`config.mk`:
```
export PLATFORM = sky130hd
export DESIGN_NAME = iecdrv_head_tracker
export DESIGN_NICKNAME = d
export VERILOG_FILES = /design/src/rtl/iecdrv_head_tracker.sv
export SDC_FILE = /design/constraint.sdc
export NUM_CORES = 1
export LEC_CHECK = 0
export CELL_PAD_IN_SITES_DETAIL_PLACEMENT = 0
export CELL_PAD_IN_SITES_GLOBAL_PLACEMENT = 2
export CORE_UTILIZATION = 33
export CTS_CLUSTER_SIZE = 25
export DETAILED_ROUTE_END_ITERATION = 10
export PLACE_DENSITY_LB_ADDON = 0.1
export SLEW_MARGIN = 25
export SYNTH_ARGS = -nofsm -noshare
export SYNTH_HDL_FRONTEND = slang
export SYNTH_SLANG_ARGS = --single-unit
```
`constraint.sdc`:
```
create_clock -name clk -period 3.2 [get_ports clk]
set_input_delay 0.96 -clock clk [delete_from_list [all_inputs] [get_ports clk]]
set_output_delay 0.96 -clock clk [all_outputs]
set_load 0.005 [all_outputs]
```
`src/rtl/iecdrv_head_tracker.sv`:
```
// rtl/iecdrv_head_tracker.sv - stepper head position, disk-change sense and track-save request controller
module iecdrv_head_tracker #(
    parameter int MAX_HTRACK   = 84,
    parameter int START_HTRACK = 36,
    parameter int SIDES        = 1,
    parameter int CHG_W        = 24,
    parameter int WP_BIT       = 22
) (
    input  logic       clk,
    input  logic       reset,
    input  logic       ce,
    input  logic       img_mounted,
    input  logic       img_readonly,
    input  logic       img_nonempty,
    input  logic [1:0] stp,
    input  logic       mtr,
    input  logic       act,
    input  logic       side_i,
    input  logic       we,
    output logic [6:0] htrack,
    output logic       side_o,
    output logic       tr00_sense_n,
    output logic       wps_n,
    output logic       disk_present,
    output logic       save_req,
    output logic [6:0] save_htrack,
    output logic       save_side,
    input  logic       save_ack,
    output logic       save_ovf
);

    logic [1:0]       r_stp_old;
    logic [1:0]       r_delta;
    logic [6:0]       r_htrack;
    logic             r_side;
    logic             r_dirty;
    logic             r_mnt_d;
    logic             r_readonly;
    logic             r_present;
    logic [CHG_W-1:0] r_chg_cnt;
    logic             r_save_req;
    logic [6:0]       r_save_htrack;
    logic             r_save_side;
    logic             r_pend;
    logic [6:0]       r_pend_htrack;
    logic             r_pend_side;
    logic             r_ovf;

    logic w_mount;
    logic w_step_up;
    logic w_step_dn;
    logic w_side_chg;
    logic w_flush;
    logic w_ack;

    assign w_mount    = img_mounted & ~r_mnt_d;
    assign w_step_up  = mtr && (r_delta == 2'b01) && (r_htrack < 7'(MAX_HTRACK));
    assign w_step_dn  = mtr && (r_delta == 2'b11) && (r_htrack != 7'd0);
    assign w_side_chg = (SIDES == 2) && (side_i != r_side);
    // A mount drops the dirty track without saving it, so it masks every trigger.
    assign w_flush    = r_dirty && !w_mount && (w_step_up || w_step_dn || w_side_chg || !act);
    assign w_ack      = save_ack && r_save_req;

    always_ff @(posedge clk) begin
        if (reset) begin
            r_stp_old <= stp;
            r_delta   <= 2'b00;
            r_htrack  <= 7'(START_HTRACK);
            r_side    <= 1'b0;
        end else begin
            r_stp_old <= stp;
            r_delta   <= stp - r_stp_old;
            if (w_step_up)
                r_htrack <= r_htrack + 7'd1;
            else if (w_step_dn)
                r_htrack <= r_htrack - 7'd1;
            if (SIDES == 2)
                r_side <= side_i;
        end
    end

    always_ff @(posedge clk) begin
        if (reset)
            r_dirty <= 1'b0;
        else if (w_mount)
            r_dirty <= 1'b0;
        else if (we)
            r_dirty <= 1'b1;
        else if (w_flush)
            r_dirty <= 1'b0;
    end

    // Image state belongs to the host side and deliberately survives a drive reset.
    always_ff @(posedge clk) begin
        r_mnt_d <= img_mounted;
        if (w_mount) begin
            r_chg_cnt  <= '1;
            r_readonly <= img_readonly;
            r_present  <= img_nonempty;
        end else if (ce && (r_chg_cnt != '0)) begin
            r_chg_cnt <= r_chg_cnt - 1'b1;
        end
    end

    always_ff @(posedge clk) begin
        if (reset) begin
            r_save_req    <= 1'b0;
            r_save_htrack <= 7'd0;
            r_save_side   <= 1'b0;
            r_pend        <= 1'b0;
            r_pend_htrack <= 7'd0;
            r_pend_side   <= 1'b0;
            r_ovf         <= 1'b0;
        end else if (r_save_req) begin
            if (w_ack)
                r_save_req <= 1'b0;
            if (w_flush) begin
                if (r_pend)
                    r_ovf <= 1'b1;
                r_pend        <= 1'b1;
                r_pend_htrack <= r_htrack;
                r_pend_side   <= r_side;
            end
        end else if (r_pend) begin
            // Pending goes out first so saves leave in the order they were captured.
            r_save_req    <= 1'b1;
            r_save_htrack <= r_pend_htrack;
            r_save_side   <= r_pend_side;
            r_pend        <= w_flush;
            if (w_flush) begin
                r_pend_htrack <= r_htrack;
                r_pend_side   <= r_side;
            end
        end else if (w_flush) begin
            r_save_req    <= 1'b1;
            r_save_htrack <= r_htrack;
            r_save_side   <= r_side;
        end
    end

    assign htrack       = r_htrack;
    assign side_o       = r_side;
    assign tr00_sense_n = |r_htrack;
    assign wps_n        = ~r_readonly ^ r_chg_cnt[WP_BIT];
    assign disk_present = r_present;
    assign save_req     = r_save_req;
    assign save_htrack  = r_save_htrack;
    assign save_side    = r_save_side;
    assign save_ovf     = r_ovf;

endmodule

```
==> metrics.cfg <==
[timing]
slew_headroom_pct = 57.8
fmax_ghz = 0.358
hold_viol_final = 0
min_period_ns = 2.80
period_share_pct = 87.4
slew_viol_final = 0
skew_ns = 0.0156
tns_ns = 0
final-setup-viol-count = 0
layout_setup_ws_ns = 0.404
worst_pin_slew_ns = 0.627
rsz0062_at_grt = no

[synthesis]
synth_commonest_cells = 54 x dfxtp_1, 39 x nor2_1, 24 x nand2_1
synth_edf_count = 2
synth_most_common_cell = dfxtp_1
netlist_instances = 337
synthArstFlopShare_pct = 0
netlist.area_leader.share_pct = 37.8
ys.flop_type = dfxtp_1
synth_area_um2 = 2860
synthTopCellsByArea = dfxtp_1 38%, nor2_1 5.1%, mux2i_1 4.9%, a21oi_1 3.8%, xor2_1 3.7%
synth_cell_types = 50
ys_seq_area_share_pct = 39.9
yosys_warnings = 0
yosysTopAreaCell = dfxtp_1
ys_seq_elements = 56
postSynthAreaPerCell_um2 = 8.49

[place]
port_buffers = 30
dp_cells = 463
hpwl_mm = 4.55
gp_congestion = 0.791
pre_cts_ws_ns = 0.0723

[cells_and_area]
drive_gt1_share_pct = 10.4
n_antenna_cell = 0
fin_nets = 387
nFillCells = 860
layout.cells.non_filler = 471
synthToLayoutAreaGrowth_pct = 17.7

[run_status]
outcome = finished clean

[global_routing]
use_met1_pct = 21.3
groute.usage.overall_pct = 16.1
grt_overflow = 0
grt_util_met3_pct = 2.87
grt_max_degree = 28
antenna_found_initial = 0
grt_pass1_wl_mm = 11.3
grt_pass1_vias = 2263
busiest_layer = met2
grtUsageMet2_pct = 26.7

[clock_tree]
cts_inserted_buffers = 5
holdBufCountCts = 0
clockBufferDepth = 2
htreeDepth = 2
cts_setup_buffers = 0
cts_tree = built
cts_resized = 0
cts_sinks = 56
cts_root_buf = clkbuf_8
clk_pin_slew_worst_paths_ns = 0.12
insertion_delay_ns = 0.32

[worst_setup_path]
cp_max_fo = 6
worstSetupEndpointType = register
reg2reg_depth = 8
crit_type = input pin to register
cp.required_ns = 3.46
crit_arrival_ns = 3.06
start_kind = input pin

[floorplanning]
io_pins = 34
core_um2 = 8300
dieWidth_um = 95.1
num_rows = 33
die_h_um = 95.1
die_area_um2 = 9050
initial_utilization_pct = 34.5

[drt]
wire_per_inst_um = 14.2
postRouteWirelength_mm = 6.68
firstDrtPassIters = 4
num_vias = 2380
antenna_left = 0
drt_iter0_drc = 63
route.detailed.drc = 0
via_per_inst = 5.05

[power_and_ir_drop]
p_per_area_nw_per_um2 = 406
leakagePower_nw = 1.26
max-vdd-ir-drop_uv = 190
total_power_mw = 1.37

[hold_path]
holdPathStages = 2
hold_path_class = register to register

[flow_run]
drv_cap = 0

layer usage:
layer	part of all wire (%)	wire length (um)
met4	0.91	61
met1	50	3310
met5	0	0
met3	2.9	191
met2	47	3120
where the power goes:
group / internal [mW] / leakage [nW] / switching (mW) / total [mW]
combinational: 0.103 / 0.765 / 0.0983 / 0.202
sequential: 0.726 / 0.458 / 0.0304 / 0.756
clock: 0.156 / 0.0404 / 0.253 / 0.409
total: 0.985 / 1.26 / 0.382 / 1.37
layout make-up:
type	count	area, um2	share of cell area (%)
sequential	56	1140	33.9
inverter	17	63.8	1.89
clock inverter	3	23.8	0.705
clock buffer	5	68.8	2.04
multi-input combinational	244	1560	46.3
tap	105	131	3.90
timing repair buffer	41	383	11.4
final timing paths:
check / start / end / slack [ns]
hold reg to reg: save_ovf$_SDFFE_PP0P_ / save_ovf$_SDFFE_PP0P_ / 0.48
setup reg to reg: htrack[3]$_SDFFE_PP0P_ / htrack[6]$_SDFFE_PP0P_ / 1.00
setup / recovery: mtr / htrack[6]$_SDFFE_PP0P_ / 0.40
hold / removal: save_ovf$_SDFFE_PP0P_ / save_ovf$_SDFFE_PP0P_ / 0.48
cell families after synthesis:
family | count (synthesis) | share of synthesized area, %
simple gates | 132 | 23.1
fa+ha+maj | 9 | 4.20
xor+xnor | 16 | 4.89
buf+inv | 38 | 5.81
other cells | 1 | 0.131
mux | 21 | 7.65
compound gates | 64 | 14.3
flops | 56 | 39.9
registers in the layout, summed over array words and instances, names as in the netlist:
name and cells:
r_chg_cnt 24, r_stp_old 2, save_req 1, save_htrack 7, save_ovf 1, r_delta 2
r_mnt_d 1, r_pend_htrack 7, htrack 7, disk_present 1, r_pend 1, r_dirty 1
r_readonly 1
cells in the final DEF, fill, tap and decap left out, drive strengths merged, types with 5 or more instances in the layout:
master,synthesis,routed
mux2,7,7
dfxtp,54,54
a21oi,22,22
nand2,24,24
clkbuf,14,5
buf,7,11
clkdlybuf4s50,0,30
o211ai,5,5
or4,5,5
inv,17,17
o21ai,14,14
or3,6,6
xor2,12,12
ha,8,8
nand3,16,16
mux2i,14,14
nor3,18,18
nor2,39,39
o31ai,5,5
and3,7,7
worst max-delay path: stages:
cell and delay, ns:
clkdlybuf4s50_1 0.47, and3b_1 0.16, nand3_1 0.23, fa_1 0.50
a211oi_1 0.23, o21bai_1 0.10, a21o_1 0.20, o21bai_1 0.15
nand2_1 0.06
through the flow:
| stage | util, % | instance area [um2] | hold slack, ns |
|---|---|---|---|
| floorplan | - | 2870 | 0.451 |
| global placement | 39.5 | 3280 | 0.455 |
| detailed placement | 39.5 | 3280 | 0.460 |
| CTS | 40.6 | 3370 | 0.489 |
| global route | 40.6 | 3370 | 0.524 |
| finish | 40.6 | 3370 | 0.484 |
(Power assumes the default switching activity.)
